## src/rtl/bram_fifo_ctrl.sv

```systemverilog
`default_nettype none
// ============================================================================
// bram_fifo_ctrl : FIFO controller around a simple dual-port BRAM with
//                  registered read, plus a 2-entry output skid buffer.
// Revision       : 1.0 initial release
// ============================================================================
module bram_fifo_ctrl #(
  parameter int DATA_WIDTH = 8,
  parameter int ADDR_WIDTH = 4
) (
  input  logic                  clk,
  input  logic                  rst,
  input  logic                  in_valid,
  output logic                  in_ready,
  input  logic [DATA_WIDTH-1:0] in_data,
  output logic                  out_valid,
  input  logic                  out_ready,
  output logic [DATA_WIDTH-1:0] out_data,
  output logic [ADDR_WIDTH+1:0] level,
  output logic                  bram_wr,
  output logic [ADDR_WIDTH-1:0] bram_wr_addr,
  output logic [DATA_WIDTH-1:0] bram_wr_data,
  output logic [ADDR_WIDTH-1:0] bram_rd_addr,
  input  logic [DATA_WIDTH-1:0] bram_rd_data
);

  localparam int                DEPTH      = 2 ** ADDR_WIDTH;
  localparam logic [ADDR_WIDTH:0] FULL_COUNT = (ADDR_WIDTH+1)'(DEPTH);

  localparam logic [1:0] OB_EMPTY = 2'd0;
  localparam logic [1:0] OB_ONE   = 2'd1;
  localparam logic [1:0] OB_TWO   = 2'd2;

  logic [ADDR_WIDTH-1:0] wr_ptr_q, rd_ptr_q;
  logic [ADDR_WIDTH:0]   mem_count_q, mem_count_d;
  logic                  rd_pending_q;
  logic [1:0]            ob_count_q, ob_count_d;
  logic [DATA_WIDTH-1:0] ob_head_q, ob_head_d, ob_tail_q, ob_tail_d;

  logic       in_fire, out_fire, rd_issue, capture;
  logic [2:0] ob_future;

  assign in_ready  = (mem_count_q != FULL_COUNT) & ~rst;
  assign in_fire   = in_valid & in_ready;
  assign out_valid = (ob_count_q != OB_EMPTY) & ~rst;
  assign out_fire  = out_valid & out_ready;
  assign out_data  = ob_head_q;

  // Occupancy the buffer will have once the current read lands and the current pop leaves.
  assign ob_future = {1'b0, ob_count_q} + {2'b00, rd_pending_q} - {2'b00, out_fire};
  assign rd_issue  = (mem_count_q != '0) & (ob_future <= 3'd1);
  assign capture   = rd_pending_q;

  assign bram_wr      = in_fire;
  assign bram_wr_addr = wr_ptr_q;
  assign bram_wr_data = in_data;
  assign bram_rd_addr = rd_ptr_q;

  assign level = rst ? '0
               : ({1'b0, mem_count_q}
                + {{(ADDR_WIDTH+1){1'b0}}, rd_pending_q}
                + {{ADDR_WIDTH{1'b0}}, ob_count_q});

  always_comb begin
    mem_count_d = mem_count_q;
    case ({in_fire, rd_issue})
      2'b10:   mem_count_d = mem_count_q + 1'b1;
      2'b01:   mem_count_d = mem_count_q - 1'b1;
      default: mem_count_d = mem_count_q;
    endcase
  end

  always_comb begin
    ob_count_d = ob_count_q;
    ob_head_d  = ob_head_q;
    ob_tail_d  = ob_tail_q;
    case (ob_count_q)
      OB_EMPTY: begin
        if (capture) begin
          ob_head_d  = bram_rd_data;
          ob_count_d = OB_ONE;
        end
      end
      OB_ONE: begin
        if (capture && out_fire) begin
          ob_head_d = bram_rd_data;
        end else if (capture) begin
          ob_tail_d  = bram_rd_data;
          ob_count_d = OB_TWO;
        end else if (out_fire) begin
          ob_count_d = OB_EMPTY;
        end
      end
      OB_TWO: begin
        if (out_fire) begin
          ob_head_d = ob_tail_q;
          if (capture) ob_tail_d = bram_rd_data;
          else         ob_count_d = OB_ONE;
        end
      end
      default: ob_count_d = OB_EMPTY;
    endcase
  end

  always_ff @(posedge clk) begin
    if (rst) begin
      wr_ptr_q     <= '0;
      rd_ptr_q     <= '0;
      mem_count_q  <= '0;
      rd_pending_q <= 1'b0;
      ob_count_q   <= OB_EMPTY;
    end else begin
      if (in_fire)  wr_ptr_q <= wr_ptr_q + 1'b1;
      if (rd_issue) rd_ptr_q <= rd_ptr_q + 1'b1;
      mem_count_q  <= mem_count_d;
      rd_pending_q <= rd_issue;
      ob_count_q   <= ob_count_d;
    end
  end

  // Payload registers carry no reset; their content is meaningless while empty.
  always_ff @(posedge clk) begin
    ob_head_q <= ob_head_d;
    ob_tail_q <= ob_tail_d;
  end

endmodule
`default_nettype wire

```

## config.mk

```make
export PLATFORM = sky130hd
export DESIGN_NAME = bram_fifo_ctrl
export DESIGN_NICKNAME = d
export VERILOG_FILES = /design/src/rtl/bram_fifo_ctrl.sv
export SDC_FILE = /design/constraint.sdc
export NUM_CORES = 1
export LEC_CHECK = 0
export CAP_MARGIN = 10
export CELL_PAD_IN_SITES_DETAIL_PLACEMENT = 0
export CELL_PAD_IN_SITES_GLOBAL_PLACEMENT = 1
export CORE_MARGIN = 8
export CORE_UTILIZATION = 35
export DETAILED_ROUTE_END_ITERATION = 8
export PLACE_DENSITY = 0.8
export SETUP_SLACK_MARGIN = 0.05
export SLEW_MARGIN = 20
export SYNTH_ARGS = -nofsm -noshare
export SYNTH_HDL_FRONTEND = slang
export SYNTH_SLANG_ARGS = --single-unit
```

## constraint.sdc

```tcl
create_clock -name clk -period 4.52 [get_ports clk]
set_clock_uncertainty 0.15 [all_clocks]
set_input_delay 0.452 -clock clk [delete_from_list [all_inputs] [get_ports clk]]
set_output_delay 0.452 -clock clk [all_outputs]
set_load 0.05 [all_outputs]
```

==> results of run 1 <==
## final timing paths
path	endpoint	slack, ns	cells after the start
worst min-delay path	bram_rd_addr[3]	0.35	2
worst min register to register	bram_rd_addr[3]	0.35	2
worst max register to register	mem_count_q[4]	0.56	17
worst max-delay path	mem_count_q[4]	0.52	17
## cells in the mapped netlist, types with 2 or more instances
| cell | n |
|---|---|
| sky130_fd_sc_hd__nor3_1 | 3 |
| sky130_fd_sc_hd__inv_1 | 10 |
| sky130_fd_sc_hd__ha_1 | 9 |
| sky130_fd_sc_hd__buf_1 | 2 |
| sky130_fd_sc_hd__o211ai_1 | 3 |
| sky130_fd_sc_hd__nand2_1 | 30 |
| sky130_fd_sc_hd__clkbuf_1 | 3 |
| sky130_fd_sc_hd__fa_1 | 4 |
| sky130_fd_sc_hd__and2_1 | 2 |
| sky130_fd_sc_hd__nand2b_1 | 5 |
| sky130_fd_sc_hd__a21oi_1 | 9 |
| sky130_fd_sc_hd__edfxtp_1 | 16 |
| sky130_fd_sc_hd__nor2_1 | 28 |
| sky130_fd_sc_hd__dfxtp_1 | 16 |
| sky130_fd_sc_hd__buf_4 | 8 |
| sky130_fd_sc_hd__mux2i_1 | 3 |
| sky130_fd_sc_hd__nand3_1 | 2 |
| sky130_fd_sc_hd__xor2_1 | 8 |
## power by group through the flow
stage	logic (mW)	clock network, mW	registers [mW]
3_3_place_gp	0.716	0	0.452
6_report	0.717	0.277	0.445
2_1_floorplan	0.454	0	0.545
5_1_grt	0.780	0.290	0.456
3_5_place_dp	0.722	0	0.452
4_1_cts	0.724	0.282	0.446
## area by class of cell
cell class / instances / area, um2
Multi-Input combinational cell: 128 / 839.6
Fill cell: 482 / 2725
Tap cell: 70 / 87.58
Clock inverter: 3 / 42.54
Inverter: 10 / 37.54
Sequential cell: 32 / 800.8
Timing Repair Buffer: 38 / 375.4
Clock buffer: 5 / 68.82
## critical path: stages
cell and delay (ns):
sky130_fd_sc_hd__clkdlybuf4s50_1 0.46, sky130_fd_sc_hd__nor2_2 0.14, sky130_fd_sc_hd__nand2_1 0.06, sky130_fd_sc_hd__ha_1 0.28
sky130_fd_sc_hd__ha_1 0.14, sky130_fd_sc_hd__inv_1 0.05, sky130_fd_sc_hd__fa_1 0.40, sky130_fd_sc_hd__xnor2_2 0.22
sky130_fd_sc_hd__o211ai_4 0.15, sky130_fd_sc_hd__inv_1 0.08, sky130_fd_sc_hd__ha_1 0.24, sky130_fd_sc_hd__inv_1 0.09
sky130_fd_sc_hd__fa_1 0.39, sky130_fd_sc_hd__nand2b_1 0.15, sky130_fd_sc_hd__a21oi_1 0.15, sky130_fd_sc_hd__mux2i_1 0.23
sky130_fd_sc_hd__mux2_2 0.35
## metal layers
layer / vias up / global-route usage / share of wire
li1: 673 / - / -
met1: 585 / 0.1140 / 0.46
met2: 38 / 0.1617 / 0.44
met3: 5 / 0.04151 / 0.079
met4: 0 / 0.03912 / 0.013
met5: - / 0 / 0
## sequential cells by signal (all words and copies together) (netlist names)
name	count
ob_tail_q	8
capture	1
out_data	8
bram_wr_addr	4
ob_count_q	2
bram_rd_addr	4
mem_count_q	5
## cell families after synthesis
family | synth area share
and+or+nand+nor | 0.1963
DFF | 0.4552
buffers and inverters | 0.06899
AOI/OAI and AO/OA | 0.09246
adders and majority gates | 0.1095
xor gates and xnor gates | 0.05406
muxes | 0.02347
==> run summary, run 1 <==
The number of cell rows is 26, and the number of I/O port buffers is 36. Compared with the post-synthesis result, the final layout area differs by 28.02%. At the worst endpoint, the arrival time is 4.03 ns. The area of all placed cells without fillers is 2252 um2, and the setup slack at placement is 0.2173 ns.

The total global-route track usage was 0.09990. For the logic gate share of total power, the log shows 0.499. The final period demand of the worst path is 4.003 ns.

The flow ran to the end, and the final reports show no timing, DRC or antenna violations. In this run the cell area measured after placement is 2141 um2. 0 antenna diodes ended up in the layout. The tools report the number of buffers created by CTS as 5.

The floorplan step set the die width to 86.90 um. The H-tree was split into 2 levels. The library cell occupying the most area in the post-synthesis netlist was sky130_fd_sc_hd__edfxtp_1. The share of synthesized flip-flops with an asynchronous set or reset is 0, and the total nets after synthesis is 217. The number of distinct library cells after synthesis is 41.

The tools report the hold path startpoint as bram_rd_addr[3]. The most critical setup path has its startpoint at rst. CTS saw 32 sinks.

The number of setup buffers added after CTS is 0, and the number of synthesized flops with an enable pin is 16. Leaving out fill and tap cells, the most frequent cell in the layout is sky130_fd_sc_hd__clkdlybuf4s50_1. In this run the power density over the cells is 638.5 nW/um2. The tools report the count of hold-fix buffers inserted at cts as 0. The first detailed-routing pass took 4 iterations. The switching power share of the total is 0.4295, and the fraction of power consumed by sequential logic is 0.309. Share of the synthesized area in the top cell type: 0.2731. Dividing the synthesized area by the synthesized cell count gives 9.561 um2. The top cell types in the final layout, fill and taps aside, are sky130_fd_sc_hd__clkdlybuf4s50_1 (36), sky130_fd_sc_hd__nand2_1 (30), sky130_fd_sc_hd__nor2_1 (27), sky130_fd_sc_hd__dfxtp_1 (16), sky130_fd_sc_hd__edfxtp_1 (16). Static timing analysis puts the maximum clock frequency at 249.8 MHz. The die covers 7551 um2. The count of nets left with antenna violations after detail routing came out at 0. The buffer type at the clock tree root is sky130_fd_sc_hd__clkbuf_8. The first global-routing pass estimated 5.878 mm of wire. By area the synthesized netlist is led by sky130_fd_sc_hd__edfxtp_1 (27%), sky130_fd_sc_hd__dfxtp_1 (18%), sky130_fd_sc_hd__ha_1 (6.4%), sky130_fd_sc_hd__nand2_1 (6.4%), sky130_fd_sc_hd__nor2_1 (6.0%).

The worst min-delay path class was flip-flop to flip-flop. For the setup TNS, the log shows 0 ns. The tools report the internal power of the cells as 0.8204 mW. The routed layout has 1301 vias. After detailed routing, the number of vias per cell comes to 4.549. After detailed routing, the total wire length is 3.623 mm. The transition time at the pin with the least slew margin is 0.8054 ns, and the final worst hold slack is 0.3546 ns. The count of pins over their slew limit was 0; the peak supply drop was 0.0002870 V.

For this run, the number of Yosys warnings is 0. In this run, synthesis produced a sequential element count of 32. The placeable core region was 4977 um2. The post-detailed-route wirelength per cell was 12.67 um; the weighted congestion at the end of routability-driven global placement was 0.8462.

Via count of the first global-routing pass: 1273. The maximum net fanout on the critical path was 6; the worst setup slack after layout was 0.5166 ns. The initial core utilization is 0.3534. Pin placement for this block handled 53 I/O pins. Setup violations remaining at the end of the flow were counted as 0. The most used flip-flop cell after synthesis is sky130_fd_sc_hd__edfxtp_1.

Counting along the longest clock path gives a buffer depth of 2. The count of instances resized after the clock tree is built is 0. The share of the cycle needed by the critical path after routing is 0.8857.

The startpoint of the lowest-slack register-to-register path is ob_count_q[0]. The run gives 0 as the remaining global-route overflow. Setup repair after global routing left no endpoint under its margin.

The fraction of layout cells with a size suffix above 1 is 0.07870, and the number of max-cap violations is 0. Summed over all cells, the static leakage comes to 0.8730 nW. For the portion of total power attributed to the clock network, the log shows 0.192. The cell count after synthesis came out at 184.

In this run, the number of DRC markers left after iteration 0 of detailed routing was 36. The switching power came out at 0.6177 mW. The sequential-to-total area share from yosys stat was 0.4552. The clock reaches the later pin of the worst-skew pair after 0.29 ns. The number of antenna violations at the first check in global routing was 0; the placed cell count was 278. Classification of the worst setup path: input port to flip-flop. The share of the core filled with cells in the final layout was 0.4525. STA classifies the critical path endpoint as a flip-flop.

The tools report the max-slew headroom at the worst pin as 0.4631. The run gives 0 as the final count of hold timing violations. Clock-pin slew on the worst setup and hold paths: 0.07 ns. Entering global routing, the biggest net connects 30 pins. The DRC violation count after routing is 0, and the height of the die is 86.90 um. The tools report the number of nets at the end of the flow as 248.

The mapped netlist covers 1759 um2. The critical path data required time was 4.55 ns. TritonCTS built the clock tree. The worst setup path is launched from an input port. After the flow finishes, the layout carries non-filler instances totaling 286. Detailed placement ended at an HPWL of 2.704 mm. The tools report the total power as 1.438 mW.
No activity file was read; power rests on OpenSTA's default activity.
==> inputs of run 2 (changes only) <==
CAP_MARGIN = unset   (was 10)
CORE_MARGIN = 3   (was 8)
==> run 2 against run 1 <==
  * Clock power down 4%
  * Largest power group unchanged
  * Largest cell class unchanged
  * Register-to-register slack better by 0.02 ns
  * Sequential power about the same
  * Hold slack worse by 0.010 ns
==> run summary, run 2 (synthesized netlist as in run 1, its figures left out) <==
After detailed routing, the average wire length per cell comes to 11.89 um. For the via count of the first global-routing pass, the log shows 1293. The logs give 66 for the detailed router's first-iteration violation count and 0.5442 ns for the worst setup slack after layout. Input and output buffers added on the ports amount to 36. The internal power of the cells totals 0.8203 mW. In this run the core area contains 25 standard-cell rows.

Share of the cycle needed by the critical path after routing: 0.8796. The largest single stage delay on the critical path is 0.45 ns. The largest individual stage delay along the critical path comes from the cell sky130_fd_sc_hd__clkdlybuf4s50_1. Post-CTS repair changed the size of 0 cells.

Static timing analysis puts the maximum clock frequency at 251.5 MHz. The area of all placed cells without fillers is 2245 um2, and the logic gate share of total power is 0.501. In this run the static leakage power is 0.8740 nW. Count of nets left with antenna violations after detail routing: 0.

The final-report setup violation count came out at 0. The classification of the worst setup path was input port to flip-flop. Entering global routing, the biggest net connects 30 pins.

The portion of total power attributed to the clock network is 0.187. The tools report the total number of vias as 1299. The clock net in this run drives a total of 32 sinks. The most common cell after layout, fill and taps aside was sky130_fd_sc_hd__clkdlybuf4s50_1.

The total global-route track usage came out at 0.1253. Dividing total power by cell area gives a power density of 634.5 nW/um2. The logs give 2 for the detailed-routing iteration count for the pre-antenna-repair pass and 0 for the DRC violation count after routing.

After clock tree synthesis, the setup repair step added 0 buffers. Count of pins over their slew limit: 0. The die covers 5913 um2. The number of nets at the end of the flow is 248. Fraction of layout cells with a size suffix above 1: 0.07407. The root buffer cell chosen for the clock tree is sky130_fd_sc_hd__clkbuf_8. Setup repair after global routing left no endpoint under its margin. The max-slew headroom at the worst pin came out at 0.4846. The region available for standard cell placement spans 4786 um2. The run gives 0 as the number of antenna violations at the first check in global routing. Timing analysis after detailed placement gives a worst setup slack of 0.2242 ns. The initial core utilization came out at 0.3676. STA classifies the critical path startpoint as an input port.

Walking the worst path, the cells encountered are clkdlybuf4s50_1, nor2_2, nand2_1, ha_1, ha_1, inv_1, fa_1, xnor2_2, o211ai_4, inv_1, ha_1, inv_1, fa_1, nand2b_1, a21oi_1, mux2i_1, mux2_2. Once detailed placement completed, the half-perimeter wirelength came to 2.449 mm. The worst-case IR drop observed on VDD is 0.0003322 V. The count of hold-fix buffers inserted at cts came out at 0.

The number of antenna diodes in the final layout is 0. The floorplan step set the die height to 76.90 um. The depth of the CTS H-tree was 2.

At the later pin of the worst-skew pair, clock insertion delay measures 0.28 ns. At the end of routability-driven placement, the weighted congestion stood at 0.7433. The number of buffers created by CTS is 5. The flow ran to the end, and the final reports show no timing, DRC or antenna violations.

The critical path data required time was 4.54 ns. For the number of top-level pins, the log shows 53. The die extent in x was 76.90 um. No sink is reached through more buffers than the 2 on the longest clock path. The switching power share of the total is 0.4240, and the average via count per standard cell is 4.590.

The library cells used most frequently in the layout, excluding fill and tap cells, are sky130_fd_sc_hd__clkdlybuf4s50_1 (36), sky130_fd_sc_hd__nand2_1 (30), sky130_fd_sc_hd__nor2_1 (27), sky130_fd_sc_hd__dfxtp_1 (16), sky130_fd_sc_hd__edfxtp_1 (16). For the setup TNS, the log shows 0 ns. STA classifies the critical path endpoint as a flip-flop.

The number of max-cap violations is 0. The analysis attributes to net switching a power of 0.6038 mW. TritonCTS built the clock tree. From synthesis to final layout, the design area changed by 27.60%.

The placed instances occupy a cell area of 2137 um2. After clock tree synthesis, the clock-pin slew on the worst setup and hold paths is 0.06 ns. The final period demand of the worst path came out at 3.976 ns. For the worst setup path, the data arrival time is 4.00 ns.

Global routing finished with a remaining overflow of 0. Summed over all layers, the routed wires come to 3.366 mm. The worst hold path belongs to the class flip-flop to flip-flop. Maximum net fanout on the critical path: 6. The first global-routing pass estimated 5.920 mm of wire.

Fraction of power consumed by sequential logic: 0.312. For the pin with the worst max-slew slack, the measured transition is 0.7731 ns. The final count of hold timing violations is 0, and the share of the core filled with cells in the final layout is 0.4690.
-- run 2: routing by layer --
layer | vias to the layer above | GRT usage | routed length (um)
met3 | 8 | 0.04108 | 184
met2 | 33 | 0.2056 | 1562
li1 | 675 | - | -
met5 | - | 0 | 0
met4 | 0 | 0.05797 | 65
met1 | 583 | 0.1479 | 1554
-- run 2: cell type report --
class,count,area [um2]
timing repair buffer,38,375.4
inverter,10,37.54
tap,67,83.83
clock inverter,2,35.03
clock buffer,6,72.57
multi-input combinational,128,839.6
fill,463,2541
sequential,32,800.8
-- run 2: critical path, delay by kind of cell --
family	cells	cell delay (ns)
AND/OR/NAND/NOR	3	0.35
buffers and inverters	4	0.69
XOR/XNOR	1	0.21
adder cells (fa/ha/maj)	5	1.44
AO/OA/AOI/OAI	2	0.31
multiplexers	2	0.56
-- run 2: worst paths after layout --
kind                                        end  slack [ns]  depth (start not counted)             from
worst max-delay path             mem_count_q[4]        0.54                         17              rst
worst min-delay path            bram_rd_addr[3]        0.34                          2  bram_rd_addr[3]
worst max register to register   mem_count_q[4]        0.58                         17    ob_count_q[0]
worst min register to register  bram_rd_addr[3]        0.34                          2  bram_rd_addr[3]
-- run 2: per-stage QoR --
step           cells  power (mW)  hold slack, ns
2_1_floorplan    184      0.9985          0.3336
3_3_place_gp     275       1.167          0.3378
3_5_place_dp     275       1.173          0.3397
4_1_cts          283       1.447          0.3526
5_1_grt          283       1.536          0.3788
6_report         283       1.424          0.3445
-- run 2: power groups by stage --
stage                     combinational, mW  clock [mW]  sequential, mW
after floorplan                       0.454           0           0.545
after global placement                0.714           0           0.453
after detailed placement              0.721           0           0.452
after CTS                             0.724       0.277           0.446
after global routing                  0.788       0.290           0.457
final                                 0.714       0.266           0.444
